[src/rtl/id_ex_pipe_reg.sv]
// ID->EX pipeline register with load-use hazard detection, bubble insertion and flush squash.
// Optional performance counters are built only when PIPE_PERF_CNT_EN is defined.
module id_ex_pipe_reg #(
    parameter int XLEN   = 32,
    parameter int CTRL_W = 8
) (
    input  logic              clk,
    input  logic              rst_n,
    input  logic              hold,
    input  logic              ex_flush,
    input  logic              id_valid,
    input  logic [XLEN-1:0]   id_pc,
    input  logic [XLEN-1:0]   id_rd1,
    input  logic [XLEN-1:0]   id_rd2,
    input  logic [XLEN-1:0]   id_imm,
    input  logic [4:0]        id_rs1,
    input  logic [4:0]        id_rs2,
    input  logic [4:0]        id_rd,
    input  logic              id_use_rs1,
    input  logic              id_use_rs2,
    input  logic [CTRL_W-1:0] id_ctrl,
    output logic              ex_valid,
    output logic [XLEN-1:0]   ex_pc,
    output logic [XLEN-1:0]   ex_rd1,
    output logic [XLEN-1:0]   ex_rd2,
    output logic [XLEN-1:0]   ex_imm,
    output logic [4:0]        ex_rs1,
    output logic [4:0]        ex_rs2,
    output logic [4:0]        ex_rd,
    output logic [CTRL_W-1:0] ex_ctrl,
    output logic              stall_fd,
    output logic              flush_d,
    output logic [31:0]       stall_cnt,
    output logic [31:0]       flush_cnt
);

    logic              ex_valid_r;
    logic [XLEN-1:0]   ex_pc_r;
    logic [XLEN-1:0]   ex_rd1_r;
    logic [XLEN-1:0]   ex_rd2_r;
    logic [XLEN-1:0]   ex_imm_r;
    logic [4:0]        ex_rs1_r;
    logic [4:0]        ex_rs2_r;
    logic [4:0]        ex_rd_r;
    logic [CTRL_W-1:0] ex_ctrl_r;

    logic rs1_hit_s;
    logic rs2_hit_s;
    logic lu_haz_s;
    logic bubble_s;
    logic stall_fd_s;
    logic flush_d_s;

    // Load-use detection against the load currently sitting in EX (ctrl bit1 = mem_read).
    always_comb begin
        rs1_hit_s  = id_use_rs1 && (id_rs1 == ex_rd_r);
        rs2_hit_s  = id_use_rs2 && (id_rs2 == ex_rd_r);
        lu_haz_s   = id_valid && ex_valid_r && ex_ctrl_r[1] && (ex_rd_r != 5'd0)
                     && (rs1_hit_s || rs2_hit_s);
        stall_fd_s = lu_haz_s && !ex_flush && !hold;
        flush_d_s  = ex_flush && !hold;
        bubble_s   = ex_flush || lu_haz_s;
    end

    assign stall_fd = stall_fd_s;
    assign flush_d  = flush_d_s;

    // Pipeline register: hold > bubble (flush or load-use) > capture.
    always_ff @(posedge clk or negedge rst_n) begin
        if (!rst_n) begin
            ex_valid_r <= 1'b0;
            ex_pc_r    <= {XLEN{1'b0}};
            ex_rd1_r   <= {XLEN{1'b0}};
            ex_rd2_r   <= {XLEN{1'b0}};
            ex_imm_r   <= {XLEN{1'b0}};
            ex_rs1_r   <= 5'd0;
            ex_rs2_r   <= 5'd0;
            ex_rd_r    <= 5'd0;
            ex_ctrl_r  <= {CTRL_W{1'b0}};
        end else if (!hold) begin
            if (bubble_s) begin
                ex_valid_r <= 1'b0;
                ex_pc_r    <= {XLEN{1'b0}};
                ex_rd1_r   <= {XLEN{1'b0}};
                ex_rd2_r   <= {XLEN{1'b0}};
                ex_imm_r   <= {XLEN{1'b0}};
                ex_rs1_r   <= 5'd0;
                ex_rs2_r   <= 5'd0;
                ex_rd_r    <= 5'd0;
                ex_ctrl_r  <= {CTRL_W{1'b0}};
            end else begin
                ex_valid_r <= id_valid;
                ex_pc_r    <= id_pc;
                ex_rd1_r   <= id_rd1;
                ex_rd2_r   <= id_rd2;
                ex_imm_r   <= id_imm;
                ex_rs1_r   <= id_rs1;
                ex_rs2_r   <= id_rs2;
                ex_rd_r    <= id_rd;
                // An empty decode slot must not carry side effects into EX.
                ex_ctrl_r  <= id_valid ? id_ctrl : {CTRL_W{1'b0}};
            end
        end
    end

    assign ex_valid = ex_valid_r;
    assign ex_pc    = ex_pc_r;
    assign ex_rd1   = ex_rd1_r;
    assign ex_rd2   = ex_rd2_r;
    assign ex_imm   = ex_imm_r;
    assign ex_rs1   = ex_rs1_r;
    assign ex_rs2   = ex_rs2_r;
    assign ex_rd    = ex_rd_r;
    assign ex_ctrl  = ex_ctrl_r;

`ifdef PIPE_PERF_CNT_EN
    logic [31:0] stall_cnt_r;
    logic [31:0] flush_cnt_r;

    // Event counters, free-running and wrapping modulo 2^32.
    always_ff @(posedge clk or negedge rst_n) begin
        if (!rst_n) begin
            stall_cnt_r <= 32'd0;
            flush_cnt_r <= 32'd0;
        end else begin
            if (stall_fd_s) begin
                stall_cnt_r <= stall_cnt_r + 32'd1;
            end
            if (flush_d_s) begin
                flush_cnt_r <= flush_cnt_r + 32'd1;
            end
        end
    end

    assign stall_cnt = stall_cnt_r;
    assign flush_cnt = flush_cnt_r;
`else
    assign stall_cnt = 32'd0;
    assign flush_cnt = 32'd0;
`endif

endmodule

[config.mk]
export PLATFORM = sky130hd
export DESIGN_NAME = id_ex_pipe_reg
export DESIGN_NICKNAME = d
export VERILOG_FILES = /design/src/rtl/id_ex_pipe_reg.sv
export SDC_FILE = /design/constraint.sdc
export NUM_CORES = 1
export LEC_CHECK = 0
export BUFFER_PORTS_ARGS = -buffer_cell sky130_fd_sc_hd__buf_2
export CORE_AREA = 3 3 147 149
export CTS_BUF_LIST = sky130_fd_sc_hd__clkbuf_4 sky130_fd_sc_hd__clkbuf_8
export CTS_CLUSTER_DIAMETER = 30
export DETAILED_ROUTE_END_ITERATION = 6
export DIE_AREA = 0 0 150 152
export PLACE_DENSITY = 0.66
export SLEW_MARGIN = 5
export SYNTH_ARGS = -nofsm -noshare
export SYNTH_HDL_FRONTEND = slang
export SYNTH_SLANG_ARGS = --single-unit
[constraint.sdc]
create_clock -name clk -period 5.3 [get_ports clk]
set_input_delay 1.06 -clock clk [delete_from_list [all_inputs] [get_ports clk]]
set_output_delay 1.06 -clock clk [all_outputs]
set_load 0.02 [all_outputs]
* Yosys cells after proc, flatten, opt, wreduce, memory -nomap -nowiden *
Cells that the tools add are included.

storage, ports and cells
  output and inout port bits = 218
  input port bits = 158
  word-level logic and storage cells = 35
  bits in registers = 152

cells by class
  multiplexer cells = 10
  eq/ne operators = 2
  reductions and logical operators = 14

operator list
  kind                 count
  $mux W32             4
  $mux W8              2
  $mux W5              3
  $eq A5 B5 Y1         2
  $logic_and A1 B1 Y1  9
  $reduce_bool A5 Y1   1
  $logic_not A1 Y1     2
  $logic_or A1 B1 Y1   2
  $mux W1              1

* Logic depth before layout (Yosys ltp) *
  depth after elaboration = 6
  gate-level depth with buffers = 6
  mapped depth without buffers = 4

* Worst setup path after synthesis *
OpenSTA, ideal clock, no wires.

  path type = input-to-output
  start point = in id_rs1[1]
  end point = out stall_fd
  arrival = 2544 ps
  stages on the path = 5
  setup slack = 1696 ps
  path buffers = 1
  required time = 4240 ps
  cell sequence = xnor2_1 nand4_1 o22ai_2 buf_2 nor4b_1

on the way
  cells in the longest elaborated chain, start to end = 6

ends and longest elaborated chain
  what                              line  RTL
  start: declaration                16    input logic [4:0] id_rs1,
  $eq A5 B5 Y1                      56    rs1_hit_s = id_use_rs1 && (id_rs1 == ex_rd_r);
  $logic_and A1 B1 Y1               56
  $logic_or A1 B1 Y1                59    && (rs1_hit_s || rs2_hit_s);
  $logic_and A1 B1 Y1               59
  $logic_and A1 B1 Y1 (2 in a row)  60    stall_fd_s = lu_haz_s && !ex_flush && !hold;
  end: declaration                  31    output logic stall_fd,

No other way between the ends.

* Worst setup path after layout *
  start point = in id_rs1[3]
  end point = out stall_fd

Same word-level chain as after synthesis.

==> impl_metrics.csv <==
group,metric,value,unit
timing,finalSetupViolations,0,
setup_path,worstSetupPathDepth,6,
timing,hold_slack,491.5,ps
setup_path,reg2reg_slack,2080,ps
timing,period_share,0.6517,
power_and_ir_drop,p_sw_frac,0.3374,
floorplanning,floorplan.die.height,152,um
floorplanning,die-area,22800,sq um
power_and_ir_drop,combinationalPowerShare,0.240,
setup_path,worstSetupEndpointType,"output pin",
power_and_ir_drop,internal_power,0.002070,W
timing,finalClockSkew,16.90,ps
floorplanning,row_count,52,
global_route,grt_max_degree,95,
setup_path,critical-path-top-cell-by-count,"buf_2",
synthesis,netlist_cell_types,21,
floorplanning,initial_util,0.3702,
finish,leading_cell_types_in_the_layout_fill_and_taps_excluded,"buf_2, dfrtp_1, nand2_1, a32oi_1, o21ai_0",
setup_path,worst_ep_arrival_time,2390,ps
timing,report.final.hold_viol_count,0,
floorplanning,pin_count,376,
route,drt-initial-drc-count,350,
setup_path,worstSetupPathType,"in2out",
placement,number_of_i_o_port_buffers,311,
timing,timing.slew.headroom,0.2592,
cts,postCtsHoldBufs,0,
worst_hold_path,hp-start,"ex_rd2[30]",
setup_path,timing.reg2reg.worst_path_depth,6,
setup_path,worstReg2RegStart,"ex_rd[3]",
timing,drv_slew,0,
setup_path,path_max_fanout,5,
timing,finalWorstSetupSlack,1846,ps
global_route,global_route.overflow_total,0,
cts,post_cts_resize_count,0,
cts,postCtsSetupBuffers,0,
timing,grt_setup_unrepaired,"false",
worst_hold_path,min_path_type,"reg2reg",
cts,clock_latency,440,ps
cts,tritoncts_num_sinks,152,
global_route,grt_use_total,0.1915,
route,via_count,7028,
power_and_ir_drop,p_per_area,331.8,nW/um^2
setup_path,crit_buf_inv,2,
power_and_ir_drop,power.ir.vdd_worst,0.1447,mV
placement,post-place-ws,1712,ps
global_route,global_route_wire_length_before_repair,36.01,mm
timing,final.setup.tns,0,ps
route,antenna_violating_nets_left,0,
timing,tightestPinTransition,1109,ps
cts,cts_max_path_buffers,2,
finish,drive_above_1_share,0.3403,
placement,place.gp.congestion,0.7482,
placement,hpwl_after_detailed_placement,15.10,mm
finish,mostFrequentLayoutCell,"buf_2",
setup_path,worst_r2r_endpoint,"ex_rd2[8]",
finish,final_cell_count_no_fill,1328,
route,first_pass_iters,5,
finish,multi_input_comb_area,3137,sq um
cts,cts_made_buffers,17,
placement,placed_cells_incl_taps,1297,
finish,regArea,3804,sq um
cts,cts_max_level,4,
timing,clock.fmax,289.5,MHz
setup_path,endpoint,"stall_fd",
route,post_route_drc,0,
power_and_ir_drop,total_leakage_power,4.356,nW
setup_path,worst_path_largest_cell_delay,350,ps
power_and_ir_drop,sequentialPowerShare,0.445,
cts,clock_tree.root_cell,"clkbuf_8",
run_status,outcome,"finished clean",
setup_path,path_cells,"buf_2 -> xnor2_1 -> nand4_1 -> o22ai_4 -> nor4b_1 -> buf_2",
floorplanning,die-width,150,um
setup_path,worst_setup_path_start_kind,"primary input",
setup_path,critical_path_s_top_delay_family,"simple AND/OR/NAND/NOR gates",
synthesis,synth-seq-area-share,0.5062,
power_and_ir_drop,net-switching-power,0.001054,W
global_route,first_global_vias,6563,
route,detail_route.wirelength,22.89,mm
setup_path,critPathSlowestCell,"nor4b_1",
finish,final_net_count,1204,
cts,tritoncts,"done",
cts,clk_pin_slew_worst_paths,80,ps
synthesis,mappedNetlistArea,7515,sq um
finish,fillerInstances,1979,
global_route,initial_antenna_violation_count,0,
route,detail_route.vias_per_cell,5.292,
finish,n_antenna_cell,0,
floorplanning,design.core.area,20300,sq um
power_and_ir_drop,power_frac_clock,0.315,
synthesis,syn-instance-count,785,
timing,period_needed,3454,ps
route,wire_per_inst,17.24,um
setup_path,worst_ep_required_time,4240,ps
setup_path,cp-startpoint,"id_rs1[3]",
run,maxCapViolCount,0,
finish,area_growth_syn_to_layout,25.31,%
synthesis,postSynthRegisterBits,152,
synthesis,synthesis.yosys.warnings,0,
synthesis,post_synthesis_mean_instance_area,9.573,sq um
-- Yosys cell counts, drive strengths merged --
library cell | n | share of area
clkbuf | 61 | 0.030
nand2 | 146 | 0.073
conb | 1 | 0.00050
nor2b | 1 | 0.00083
nand4 | 2 | 0.0017
o21ai | 153 | 0.10
and3 | 9 | 0.0075
a22oi | 8 | 0.0080
or4 | 1 | 0.0010
buf | 86 | 0.080
nor2 | 1 | 0.00050
o22ai | 1 | 0.0017
dfrtp | 152 | 0.51
xnor2 | 10 | 0.012
a32oi | 144 | 0.17
nand3 | 8 | 0.0053
nor4b | 1 | 0.0012
-- how the worst min path moves through the flow --
stage | to | slack [ps] | cells past startpoint
2_1_floorplan | ex_imm[31] | 590 | 2
3_3_place_gp | ex_pc[31] | 470 | 2
3_5_place_dp | ex_rd2[30] | 480 | 2
4_1_cts | ex_rd2[30] | 500 | 2
5_1_grt | ex_rd1[4] | 520 | 2
6_report | ex_rd2[30] | 490 | 2
-- per-stage QoR --
step                      power (W)  instance area (sq um)  utilization
after CTS                  0.003162                   9417       0.4639
after global placement     0.002155                   8981       0.4424
final                      0.003124                   9417       0.4639
after global routing       0.003299                   9417       0.4639
after detailed placement   0.002166                   8981       0.4424
after floorplan            0.001875                   7751            -
-- power by group through the flow --
| stage | registers, W | clock network (W) | logic [W] |
|---|---|---|---|
| global route | 0.00140 | 0.00107 | 0.000821 |
| detailed placement | 0.00140 | 0 | 0.000761 |
| global placement | 0.00141 | 0 | 0.000747 |
| floorplan | 0.00158 | 0 | 0.000299 |
| CTS | 0.00139 | 0.00102 | 0.000758 |
| finish | 0.00139 | 0.000984 | 0.000751 |
-- worst register-to-register path, stage by stage (launching register included) --
cell and delay [ps]:
dfrtp_1 480, or4_1 590, o21ai_4 160, buf_4 600, buf_4 870, a32oi_1 300, o21ai_1 140
-- layout make-up --
| class | count | share of cell area |
|---|---|---|
| Tap cell | 270 | 0.03588 |
| Sequential cell | 152 | 0.4039 |
| Clock inverter | 13 | 0.02060 |
| Timing Repair Buffer | 326 | 0.1808 |
| Clock buffer | 18 | 0.02564 |
| Multi-Input combinational cell | 549 | 0.3331 |
-- cells by family after synthesis --
group / count (synthesis) / synth area share
simple gates: 169 / 0.09091
buf+inv: 147 / 0.1109
other cells: 1 / 0.0004990
flops: 152 / 0.5062
compound gates: 306 / 0.2799
xor+xnor: 10 / 0.01165
-- registers in the layout, indices dropped and copies added, names as in the netlist --
name and flops:
ex_rd1 32, ex_rd2 32, ex_valid 1, ex_rs1 5, ex_rd 5, ex_imm 32
ex_ctrl 8, ex_pc 32, ex_rs2 5
-- metal layers --
layer | GRT usage | up-vias | share of wire
li1 | - | 3335 | -
met1 | 0.2559 | 3356 | 0.42
met2 | 0.3036 | 324 | 0.48
met3 | 0.06136 | 13 | 0.097
met4 | 0.04575 | 0 | 0.0096
met5 | 0 | - | 0
Note: power is estimated with default switching activity, not from simulation.
